<file path="config.mk">
export PLATFORM = sky130hd
export DESIGN_NAME = lenet_layer_sequencer
export DESIGN_NICKNAME = d
export VERILOG_FILES = /design/src/rtl/lenet_layer_sequencer.sv
export SDC_FILE = /design/constraint.sdc
export NUM_CORES = 1
export LEC_CHECK = 0
export ABC_AREA = 0
export BUFFER_PORTS_ARGS = -buffer_cell sky130_fd_sc_hd__buf_2
export CAP_MARGIN = 0
export CORE_ASPECT_RATIO = 0.75
export CORE_MARGIN = 2
export CORE_UTILIZATION = 56
export DETAILED_ROUTE_END_ITERATION = 16
export PLACE_DENSITY_LB_ADDON = 0.15
export SYNTH_ARGS = -nofsm -noshare
export SYNTH_HDL_FRONTEND = slang
export SYNTH_SLANG_ARGS = --single-unit
</file>
<file path="constraint.sdc">
create_clock -name clk -period 2.7 [get_ports clk]
set_input_delay 0.405 -clock clk [delete_from_list [all_inputs] [get_ports clk]]
set_output_delay 0.405 -clock clk [all_outputs]
set_load 0.02 [all_outputs]
</file>
<file path="src/rtl/lenet_layer_sequencer.sv">
// lenet_layer_sequencer
//   Top-level control FSM for the LeNet datapath. One host `start` kicks
//   conv1, conv2, conv3 and fc in order, waiting on each engine's done, then
//   scans the FC output vector with a serial argmax and reports the winner.
//
// Ports
//   clk, rst                 clock, synchronous active-high reset
//   start                    host request (sampled in IDLE only)
//   busy, done, error        status (done = one-cycle end-of-run pulse)
//   class_id, class_score    winning class and score, held between runs
//   convN_start / fc_start   one-cycle stage kicks
//   convN_done  / fc_done    stage completion (level or pulse)
//   score_sel, score_in      argmax index out, selected FC score in (same cycle)
//
// Optional feature: define LENET_SEQ_TIMEOUT_EN to build a per-stage watchdog
// of TIMEOUT cycles that aborts the run and sets a sticky `error`.
module lenet_layer_sequencer #(
  parameter int bitwidth    = 9,
  parameter int NUM_CLASSES = 10,
  parameter int TIMEOUT     = 4096
) (
  input  logic                       clk,
  input  logic                       rst,
  input  logic                       start,
  output logic                       busy,
  output logic                       done,
  output logic                       error,
  output logic [3:0]                 class_id,
  output logic signed [bitwidth+7:0] class_score,
  output logic                       conv1_start,
  output logic                       conv2_start,
  output logic                       conv3_start,
  output logic                       fc_start,
  input  logic                       conv1_done,
  input  logic                       conv2_done,
  input  logic                       conv3_done,
  input  logic                       fc_done,
  output logic [3:0]                 score_sel,
  input  logic signed [bitwidth+7:0] score_in
);
  localparam int SW = bitwidth + 8;

  localparam logic [2:0] S_IDLE = 3'd0;
  localparam logic [2:0] S_C1   = 3'd1;
  localparam logic [2:0] S_C2   = 3'd2;
  localparam logic [2:0] S_C3   = 3'd3;
  localparam logic [2:0] S_FC   = 3'd4;
  localparam logic [2:0] S_ARG  = 3'd5;
  localparam logic [2:0] S_DONE = 3'd6;

  logic [2:0]          state, nxt_stage;
  logic                first;      // first cycle of a stage: kick out, done ignored
  logic                in_stage, stage_done, advance, upd, timeout_hit;
  logic [3:0]          idx, best_idx;
  logic signed [SW-1:0] best_score;

  always_comb begin
    stage_done = 1'b0;
    nxt_stage  = S_IDLE;
    case (state)
      S_C1:    begin stage_done = conv1_done; nxt_stage = S_C2;  end
      S_C2:    begin stage_done = conv2_done; nxt_stage = S_C3;  end
      S_C3:    begin stage_done = conv3_done; nxt_stage = S_FC;  end
      S_FC:    begin stage_done = fc_done;    nxt_stage = S_ARG; end
      default: ;
    endcase
  end

  assign in_stage = (state == S_C1) || (state == S_C2) || (state == S_C3) || (state == S_FC);
  // Masking done in the kick cycle keeps a stale done from a previous run out.
  assign advance  = in_stage && !first && stage_done;
  // Index 0 seeds the best registers; later indices need a strict win so ties
  // stay with the lower index.
  assign upd      = (idx == 4'd0) || (score_in > best_score);

  assign busy        = in_stage || (state == S_ARG);
  assign done        = (state == S_DONE);
  assign conv1_start = (state == S_C1) && first;
  assign conv2_start = (state == S_C2) && first;
  assign conv3_start = (state == S_C3) && first;
  assign fc_start    = (state == S_FC) && first;
  assign score_sel   = (state == S_ARG) ? idx : 4'd0;

`ifdef LENET_SEQ_TIMEOUT_EN
  localparam int TW = $clog2(TIMEOUT + 1);
  logic [TW-1:0] tcnt;
  logic          err_q;
  logic          entering;

  assign entering    = ((state == S_IDLE) && start) || (advance && (state != S_FC));
  // tcnt is 0 in a stage's first cycle, so TIMEOUT cycles elapse at TIMEOUT-1.
  assign timeout_hit = in_stage && !advance && (tcnt == TW'(TIMEOUT - 1));
  assign error       = err_q;

  always_ff @(posedge clk) begin
    if (rst) begin
      tcnt  <= '0;
      err_q <= 1'b0;
    end else begin
      tcnt <= entering ? '0 : tcnt + TW'(1);
      if ((state == S_IDLE) && start) err_q <= 1'b0;
      else if (timeout_hit)            err_q <= 1'b1;
    end
  end
`else
  assign timeout_hit = 1'b0;
  assign error       = 1'b0;
`endif

  always_ff @(posedge clk) begin
    if (rst) begin
      state       <= S_IDLE;
      first       <= 1'b0;
      idx         <= 4'd0;
      best_idx    <= 4'd0;
      best_score  <= '0;
      class_id    <= 4'd0;
      class_score <= '0;
    end else begin
      first <= 1'b0;
      case (state)
        S_IDLE: if (start) begin
          state <= S_C1;
          first <= 1'b1;
        end
        S_C1, S_C2, S_C3, S_FC: begin
          if (advance) begin
            state <= nxt_stage;
            first <= 1'b1;
            idx   <= 4'd0;
          end else if (timeout_hit) begin
            state <= S_DONE;       // aborted run: class outputs keep old values
          end
        end
        S_ARG: begin
          idx <= idx + 4'd1;
          if (upd) begin
            best_idx   <= idx;
            best_score <= score_in;
          end
          // Last index: fold this cycle's compare straight into the outputs.
          if (idx == 4'(NUM_CLASSES - 1)) begin
            state       <= S_DONE;
            class_id    <= upd ? idx : best_idx;
            class_score <= upd ? score_in : best_score;
          end
        end
        S_DONE:  state <= S_IDLE;
        default: state <= S_IDLE;
      endcase
    end
  end
endmodule

</file>
---- Word-level counts from Yosys, hierarchy flattened ----
Cells that the tools add are included.
Widths: inputs -> output; s select.
storage, ports and cells
  logic and storage cells ................. 52
  bits of input ports ..................... 24
  bits in registers ....................... 50
  output and inout port bits .............. 32
operators by class
  add/subtract/negate cells ............... 1
  muxes and demuxes ....................... 14
  reductions and logical operators ........ 19
  equality and inequality tests ........... 10
  $lt $le $gt $ge ......................... 1
operator list
  kind                 count
  $gt 17x17->1         1
  $mux 17              1
  $mux 4               3
  $pmux 3 s4           1
  $eq 3x3->1 const B   3
  $mux 3               3
  $pmux 3 s3           1
  $pmux 4 s2           1
  $eq 3x2->1 const B   2
  $logic_and 1x1->1    6
  $logic_or 1x1->1     5
  $add 4x1->4 const B  1
  $eq 4x4->1 const B   1
  $logic_not 4->1      1
  $ne 2x2->1 const B   2
  $pmux 1 s4           1
  $reduce_and 2->1     2
  $reduce_or 4->1      1
  $eq 3x1->1 const B   1
  $logic_not 3->1      1
  $reduce_and 3->1     1
  $mux 1               2
  $ne 2x1->1 const B   1
  $pmux 1 s2           1
  2 further kinds      2

---- Logic depth before layout (Yosys ltp) ----
Gate-level depths: netlist (run 1).
  depth after elaboration ................. 8
  mapped depth ............................ 10

---- Least setup slack after synthesis (run 1) ----
OpenSTA, ideal clock, no wires.
  path kind ............................... in2reg
  from .................................... in score_in[6]
  to ...................................... reg class_score[10]
  path slack .............................. 0.534 ns
  arrival ................................. 2.049 ns
  path buffers ............................ 2
  data required time ...................... 2.583 ns
  stages on the path ...................... 9
  setup time .............................. 0.117 ns
  cell sequence ........................... ha_1 a211oi_2 nor2_1 a2111oi_4 o21a_2 buf_6 buf_8 o211ai_2 a32o_1
on the way
  longest elaborated chain between the ends .. 3
ends and longest elaborated chain
  item                  RTL line  text
  from (decl)           39        input logic signed [bitwidth+7:0] score_in
  $gt 17x17->1          74        assign upd = (idx == 4'd0) || (score_in > best_score);
  $logic_or 1x1->1      74
  $mux 17               --
  to (signal assigned)  145       class_score <= upd ? score_in : best_score;
  to (decl)             29        output logic signed [bitwidth+7:0] class_score,
Every way passes these cells.
A chain may end at the register's enable or synchronous reset.

---- Worst setup path after layout (run 1) ----
  from .................................... reg best_score[16]
  to ...................................... reg class_score[15]
on the way
  longest elaborated chain between the ends .. 3
ends and longest elaborated chain
  item                    RTL line  text
  from (decl)             55        logic signed [SW-1:0] best_score;
  from (signal assigned)  139       best_score <= score_in;
  $gt 17x17->1            74
  $logic_or 1x1->1        74
  $mux 17                 --
Every way passes these cells.

==> impl_metrics.json, run 1 <==
{
  "firstDrtPassIters": 4,
  "async_flop_share_pct": 0,
  "cts_hold_buf": 0,
  "p_per_area_nw_per_um2": 419.3,
  "grt_pass1_vias": 2232,
  "hold_depth": 3,
  "io_buffer_count": 54,
  "pwr-share-clk_pct": 31.9,
  "syn_inst": 340,
  "p_sw_share_pct": 27.51,
  "drtIter0Drc": 115,
  "nets": 431,
  "htree_levels": 2,
  "syn_nets": 384,
  "drv_cap": 0,
  "cpPeakStageDelay_ps": 380,
  "pwr-share-seq_pct": 52.1,
  "cts_root_buf": "clkbuf_8",
  "pre_cts_ws_ps": 204.6,
  "timing.setup.tns_ps": 0,
  "start_util_pct": 57.63,
  "grt_max_degree": 40,
  "hold_path_class": "input port to flip-flop",
  "crit_top_cell": "inv_1",
  "grt_pass1_wl_microns": 10860,
  "clkSinkCount": 50,
  "ant_nets": 0,
  "antenna_found_initial": 0,
  "fin_crit_ps": 2375,
  "wire_per_inst_microns": 14.86,
  "outcome": "completed",
  "p_sw_uw": 399.0,
  "critical_path_class": "flip-flop to flip-flop",
  "ys.flop_type": "dfxtp_1",
  "io_pins": 56,
  "ys_warn_count": 0,
  "rsz0062_at_grt": "false",
  "die_area_sq_um": 6062,
  "die_h_microns": 67.93,
  "min_period_over_period_pct": 87.96,
  "synth_cell_types": 52,
  "total_leakage_power_nw": 1.378,
  "cp_data_arrival_time_ps": 2590,
  "fin_worst_skew_ps": 10.84,
  "core_sq_um": 5295,
  "area_growth_pct": 13.37,
  "drc": 0,
  "wl_microns": 6878,
  "cp_slowest_cell": "a221oi_1",
  "tritoncts": "built",
  "synth.avg_cell_area_sq_um": 8.976,
  "dpl.hpwl_microns": 4901,
  "slew_violations": 0,
  "synth-seq-cells": 50,
  "die_width_microns": 89.24,
  "cts_inserted_buffers": 5,
  "post_cts_buffers": 0,
  "end_kind": "flip-flop",
  "p_comb_share_pct": 16.1,
  "finalSetupViolCount": 0,
  "worst-slew-pin-transition_ps": 581.9,
  "vias_per_cell": 5.590,
  "r2r_cells": 9,
  "grt_overflow": 0,
  "finalWeightedCongestion": 0.8389,
  "grt_usage_pct": 23.13,
  "fin_ws_ps": 325.0,
  "crit_required_ps": 2910,
  "synth_edf_count": 0,
  "relSlewSlack_pct": 61.11,
  "start_kind": "flip-flop",
  "fin_util_pct": 65.34,
  "diodes": 0,
  "cts_resized": 0,
  "yosysSeqAreaShare_pct": 32.80,
  "worstPathCellList": "inv_1 > ha_1 > inv_1 > or3_1 > a221oi_1 > o21a_2 > buf_12 > o211ai_1 > a32o_1",
  "drive_gt1_share_pct": 22.68,
  "vias": 2588,
  "fmax_mhz": 421.1,
  "cts.clk_slew.worst_paths_ps": 100,
  "clockBufferDepth": 2,
  "clk_latency_ps": 310,
  "p_int_mw": 1.052,
  "max-vdd-ir-drop_mv": 0.2803,
  "row_count": 23,
  "netlist_area_sq_um": 3052,
  "path_max_fanout": 39,
  "hold_viol_final": 0
}
state kept, by name, indices dropped and copies added (netlist names):
| signal | flops |
|---|---|
| idx | 4 |
| class_score | 17 |
| best_score | 17 |
| best_idx | 4 |
| state | 3 |
| first | 1 |
| class_id | 4 |
layout make-up:
class,instances,area [sq um]
inverters,24,90.09
flip-flops and latches,50,1001
well taps,75,93.84
repair buffers,66,372.9
clock buffers,7,86.33
clock inverters,1,5.005
fillers,471,1836
multi-input cells,240,1810
layout by cell type, fill, tap and decap left out, types with 2 or more instances in the layout:
master and n:
and2_1 4, o211ai_2 5, o32ai_1 2, buf_2 54, nor2b_1 3, nand4_1 3
a32o_1 20, and3_1 3, nand2_1 17, a221oi_1 2, mux2i_1 20, inv_1 24
nor3_2 2, nor2_2 2, or3_1 21, nor3_1 5, clkbuf_8 6, xor2_1 2
o21ai_1 4, nor2_1 13, nor3b_1 2, o211ai_1 11, nand3_1 2, dfxtp_1 50
a21oi_1 10, ha_1 20, nand3b_1 2, o21ai_0 4, buf_4 11, nand2b_1 42
worst paths after layout:
kind / end / slack (ps) / start
hold reg to reg: class_id[2] / 470 / class_id[2]
hold / removal: best_score[4] / 370 / score_in[4]
setup / recovery: class_score[15] / 330 / best_score[16]
setup reg to reg: class_score[15] / 330 / best_score[16]
critical path, delay by kind of cell, from the launching register on:
family / cells / cell delay, ps
AOI/OAI and AO/OA: 4 / 1020
DFF: 1 / 340
buffers and inverters: 3 / 320
and+or+nand+nor: 1 / 320
adders and majority gates: 1 / 290
through the flow:
step | hold WS, ps | power (mW) | instance area [sq um] | instances
2_1_floorplan | 448.7 | 0.9376 | 3052 | 340
3_3_place_gp | 444.7 | 0.9978 | 3368 | 455
3_5_place_dp | 450.8 | 1.003 | 3368 | 455
4_1_cts | 371.3 | 1.455 | 3460 | 463
5_1_grt | 374.1 | 1.506 | 3460 | 463
6_report | 365.0 | 1.451 | 3460 | 463
kinds of logic after synthesis:
group / synth area share, %
adder cells (fa/ha/maj): 8.200
AO/OA/AOI/OAI: 20.17
flip-flops: 32.80
AND/OR/NAND/NOR: 23.04
other: 0.1229
XOR/XNOR: 0.8612
buffers and inverters: 7.872
multiplexers: 6.929
power groups by stage:
stage / combinational [mW] / clock [mW] / sequential, mW
floorplan: 0.170 / 0 / 0.768
global placement: 0.226 / 0 / 0.772
detailed placement: 0.231 / 0 / 0.772
CTS: 0.233 / 0.467 / 0.755
global route: 0.258 / 0.491 / 0.757
finish: 0.233 / 0.462 / 0.755
cell usage after synthesis, types with 2 or more instances:
cell	number	area, sq um
a21oi_1	10	50.05
a221oi_1	2	17.52
a32o_1	20	200.2
and2_1	4	25.02
and3_1	3	18.77
buf_2	7	35.03
buf_4	2	15.01
buf_6	3	33.78
clkbuf_1	11	41.29
clkbuf_2	2	10.01
dfxtp_1	50	1001
ha_1	20	250.2
inv_1	24	90.09
mux2i_1	20	200.2
nand2_1	17	63.81
nand2b_1	42	262.8
nand3_1	2	10.01
nand3b_1	2	15.01
nand4_1	3	18.77
nor2_1	13	48.80
nor2_2	2	12.51
nor2b_1	3	18.77
nor3_1	5	25.02
nor3_2	2	20.02
nor3b_1	2	15.01
o211ai_1	11	82.58
o211ai_2	5	62.56
o21ai_0	4	20.02
o21ai_1	4	20.02
o32ai_1	2	17.52
or3_1	21	131.4
xor2_1	2	17.52
layer usage:
metal,part of all wire (%),track usage (%)
met5,0,0
met4,0.77,6.157
met3,5.3,4.101
met2,45,36.11
met1,49,33.06
(Power assumes the default switching activity.)
==> run 2, diff against run 1 <==
- CORE_UTILIZATION: 56 -> 50
- GPL_TIMING_DRIVEN: not set -> 0
==> run 2 against run 1 <==
Compared with the run above:
- worst setup slack lost 160 ps
- critical endpoint is now class_score[0]
- critical path depth stayed put
- final area is 1.8% higher
- sequential share of layout area is 0.50 points lower
==> impl_metrics.json, run 2 (synthesized netlist as in run 1, its figures left out) <==
{
  "outcome": "completed",
  "clk_latency_ps": 300,
  "timing.setup.tns_ps": 0,
  "rsz0062_at_grt": "false",
  "p_comb_share_pct": 16.0,
  "die_area_sq_um": 6751,
  "drtIter0Drc": 191,
  "pwr-share-seq_pct": 49.4,
  "drv_cap": 0,
  "cp_data_arrival_time_ps": 2730,
  "core_sq_um": 5856,
  "grt_max_degree": 15,
  "top_regs": "best_score: 17 flops, class_score: 17 flops",
  "nets": 444,
  "clkSinkCount": 50,
  "grt_overflow": 0,
  "p_sw_uw": 401.2,
  "fin_worst_skew_ps": 9.193,
  "dpl.hpwl_microns": 5705,
  "min_period_over_period_pct": 93.98,
  "hold_path_class": "input port to flip-flop",
  "drive_gt1_share_pct": 22.19,
  "antenna_found_initial": 0,
  "row_count": 24,
  "crit_required_ps": 2890,
  "end_kind": "flip-flop",
  "max-vdd-ir-drop_mv": 0.2675,
  "start_kind": "flip-flop",
  "die_width_microns": 94.21,
  "total_leakage_power_nw": 1.406,
  "io_pins": 56,
  "firstDrtPassIters": 5,
  "p_sw_share_pct": 26.35,
  "finalSetupViolCount": 0,
  "pwr-share-clk_pct": 34.6,
  "cts_inserted_buffers": 5,
  "fin_hold_ws_ps": 388.9,
  "cts_root_buf": "clkbuf_8",
  "tritoncts": "built",
  "final_common_cell": "buf_2",
  "area_growth_pct": 15.38,
  "ant_nets": 0,
  "path_max_fanout": 10,
  "wire_per_inst_microns": 16.03,
  "hold_viol_final": 0,
  "p_int_mw": 1.121,
  "post_cts_buffers": 0,
  "cts_hold_buf": 0,
  "fin_util_pct": 60.13,
  "diodes": 0,
  "clockBufferDepth": 2,
  "drc": 0,
  "fin_ws_ps": 162.4,
  "fmax_mhz": 394.1,
  "cts.clk_slew.worst_paths_ps": 90,
  "slew_violations": 0,
  "most-common-layout-cells": "buf_2, dfxtp_1, nand2b_1",
  "vias": 2746,
  "fin_crit_ps": 2538,
  "cts_resized": 0,
  "p_per_area_nw_per_um2": 432.4,
  "vias_per_cell": 5.733,
  "io_buffer_count": 53,
  "grt_pass1_vias": 2635,
  "start_util_pct": 52.12,
  "n_fill_cell": 543,
  "die_h_microns": 71.66,
  "pre_cts_ws_ps": 93.39,
  "finalWeightedCongestion": 0.8654,
  "wl_microns": 7680,
  "htree_levels": 2,
  "critical_path_class": "flip-flop to flip-flop",
  "grt_pass1_wl_microns": 12950,
  "grt_usage_pct": 24.10
}
## run 2: changes by cell type in the layout (fill, tap and decap cells not counted)
cell / change
buf_12: -1
buf_2: +6
buf_4: -9
buf_6: +3
buf_8: +1
bufinv_16: +1
clkbuf_1: +12
clkbuf_2: +2
clkbuf_8: -1
clkinv_2: -1
## run 2: critical path, cell delays in order, from the launching register on
cell,delay (ps)
dfxtp_1,350
inv_1,80
ha_1,300
nand4_1,160
nor3_2,250
a32o_1,310
clkbuf_2,270
buf_2,320
o21ai_1,130
a32o_1,250
## run 2: power by group through the flow
| stage | logic, mW | clock network [mW] | registers, mW |
|---|---|---|---|
| 3_5_place_dp | 0.241 | 0 | 0.770 |
| 3_3_place_gp | 0.237 | 0 | 0.770 |
| 2_1_floorplan | 0.170 | 0 | 0.768 |
| 4_1_cts | 0.241 | 0.532 | 0.753 |
| 6_report | 0.243 | 0.527 | 0.753 |
| 5_1_grt | 0.271 | 0.565 | 0.754 |
## run 2: per-stage QoR
stage          area, sq um  power, mW  std cells
6_report              3521      1.522        479
5_1_grt               3521      1.591        479
4_1_cts               3521      1.526        479
3_5_place_dp          3415      1.011        471
3_3_place_gp          3415      1.007        471
2_1_floorplan         3052     0.9376        340
## run 2: cell type report
| type | instances | area (sq um) | area share (%) |
|---|---|---|---|
| buffer | 26 | 150.1 | 4.264 |
| inverter | 24 | 90.09 | 2.559 |
| tap | 78 | 97.59 | 2.772 |
| timing repair buffer | 53 | 265.3 | 7.534 |
| sequential | 50 | 1001 | 28.43 |
| multi-input combinational | 240 | 1810 | 51.42 |
| clock buffer | 7 | 76.32 | 2.168 |
| clock inverter | 1 | 30.03 | 0.8529 |
## run 2: metal layers
| layer | vias up | track usage [%] | routed length [microns] |
|---|---|---|---|
| met5 | - | 0 | 0 |
| met3 | 11 | 3.891 | 482 |
| met4 | 0 | 5.958 | 72 |
| met2 | 105 | 36.59 | 3317 |
| met1 | 1293 | 35.82 | 3808 |
| li1 | 1337 | - | - |
## run 2: worst paths after layout
path | cells after the start | from | to | slack, ps
worst max-delay path | 9 | best_score[16] | class_score[0] | 160
worst min register to register | 2 | class_id[2] | class_id[2] | 460
worst max register to register | 9 | best_score[16] | class_score[0] | 160
worst min-delay path | 3 | score_in[6] | best_score[6] | 390
==> run 3, diff against run 2 <==
- CORE_MARGIN: 2 -> not set
==> run 3 against run 2 <==
Compared with the run above:
- core utilization decreased by 0.26 points
- power decreased by 4.6%
- routed wire length decreased by 5.5%
- global-route usage is 0.22 points lower
- non-clock buffer count stayed put
- die area down 4.9%
- clock-buffer cell count did not move
- clock power down 13%
- critical endpoint unchanged
==> impl_metrics.json, run 3 (synthesized netlist as in run 1, its figures left out) <==
{
  "outcome": "completed",
  "start_kind": "flip-flop",
  "io_buffer_count": 53,
  "crit_path_start": "best_score[15]",
  "end_kind": "flip-flop",
  "fmax_mhz": 406.4,
  "timing.setup.tns_ps": 0,
  "vias_per_cell": 5.626,
  "fin_ws_ps": 239.3,
  "antenna_found_initial": 0,
  "grt_max_degree": 15,
  "die_width_microns": 92.21,
  "crit_top_cell": "a32o_1",
  "cp_slowest_cell": "dfxtp_1",
  "clk_latency_ps": 310,
  "multi_input_area_sq_um": 1810,
  "vias": 2695,
  "core_sq_um": 5856,
  "drc": 0,
  "firstDrtPassIters": 4,
  "min_period_over_period_pct": 91.14,
  "post_cts_buffers": 0,
  "htree_levels": 2,
  "area_growth_pct": 14.88,
  "crit_required_ps": 2900,
  "pre_cts_ws_ps": 116.8,
  "path_max_fanout": 10,
  "drtIter0Drc": 124,
  "cp_data_arrival_time_ps": 2660,
  "drv_cap": 0,
  "io_pins": 56,
  "r2r_cells": 9,
  "rsz0062_at_grt": "false",
  "r2r-start": "best_score[15]",
  "n_fill_cell": 533,
  "row_count": 24,
  "start_util_pct": 52.12,
  "worstReg2RegEnd": "class_score[0]",
  "grt_pass1_wl_microns": 12030,
  "hold_depth": 3,
  "grt_usage_pct": 23.88,
  "p_per_area_nw_per_um2": 414.2,
  "finalSetupViolCount": 0,
  "finalWeightedCongestion": 0.8569,
  "final_cells": 479,
  "slew_violations": 0,
  "fin_util_pct": 59.87,
  "cts_resized": 0,
  "die_area_sq_um": 6423,
  "placed_cells": 471,
  "final_common_cell": "buf_2",
  "clkSinkCount": 50,
  "top_regs": "best_score: 17 flops, class_score: 17 flops",
  "drive_gt1_share_pct": 22.44,
  "grt_pass1_vias": 2432,
  "critical_path_class": "flip-flop to flip-flop",
  "finalPower_mw": 1.452,
  "cts_inserted_buffers": 5,
  "worstPathCellList": "inv_1 > ha_1 > nand4_1 > nor3_2 > a32o_1 > clkbuf_2 > buf_2 > o21ai_1 > a32o_1",
  "cp-endpoint": "class_score[0]",
  "total_leakage_power_nw": 1.402,
  "dpl.hpwl_microns": 5260,
  "relSlewSlack_pct": 65.64,
  "cts_hold_buf": 0,
  "worst-slew-pin-transition_ps": 514.9,
  "grt_overflow": 0,
  "tritoncts": "built",
  "most-common-layout-cells": "buf_2, dfxtp_1, nand2b_1",
  "fin_worst_skew_ps": 6.775,
  "cts.clk_slew.worst_paths_ps": 90,
  "nets": 444,
  "wl_microns": 7259,
  "die_h_microns": 69.66,
  "seq_area_sq_um": 1001,
  "cpPeakStageDelay_ps": 340,
  "max-vdd-ir-drop_mv": 0.2029,
  "wire_per_inst_microns": 15.15,
  "cts_root_buf": "clkbuf_8",
  "hold_path_class": "input port to flip-flop",
  "clockBufferDepth": 2,
  "fin_crit_ps": 2461,
  "ant_nets": 0,
  "hold_viol_final": 0,
  "r2r_slack_ps": 240,
  "diodes": 0
}
run 3: area by class of cell:
| cell class | instances | area share (%) |
|---|---|---|
| Tap cell | 78 | 2.784 |
| Timing Repair Buffer | 53 | 7.566 |
| Clock inverter | 1 | 0.1428 |
| Multi-Input combinational cell | 240 | 51.64 |
| Sequential cell | 50 | 28.55 |
| Clock buffer | 7 | 2.463 |
| Buffer | 26 | 4.283 |
| Inverter | 24 | 2.570 |
run 3: how the worst min path moves through the flow:
| stage | from | slack [ps] | to |
|---|---|---|---|
| after floorplan | best_score[15] | 450 | best_score[15] |
| after global placement | class_score[0] | 450 | class_score[0] |
| after detailed placement | class_score[2] | 450 | class_score[2] |
| after CTS | score_in[3] | 370 | best_score[3] |
| after global routing | score_in[16] | 380 | best_score[16] |
| final | score_in[16] | 380 | best_score[16] |
run 3: metal layers:
layer	wire length [microns]	global-route usage [%]	part of all wire (%)
met5	0	0	0
met4	100	7.118	1.4
met3	357	3.947	4.9
met2	3098	35.99	43
met1	3703	34.80	51
run 3: worst max-delay path, delay by kind of cell, from the launching register on:
kind            cells  cell delay [ps]
flops               1              340
buf+inv             3              660
simple gates        2              370
compound gates      3              680
fa+ha+maj           1              310
run 3: stage by stage:
step | instance area (sq um) | hold WS [ps]
floorplan | 3052 | 448.7
global placement | 3415 | 446.6
detailed placement | 3415 | 448.7
CTS | 3506 | 373.5
global route | 3506 | 376.6
finish | 3506 | 376.7
run 3: power by group:
group	total (mW)	internal, mW	switching, mW	leakage [nW]
logic	0.240	0.0982	0.142	0.950
clock network	0.459	0.207	0.252	0.0482
registers	0.752	0.745	0.00773	0.403
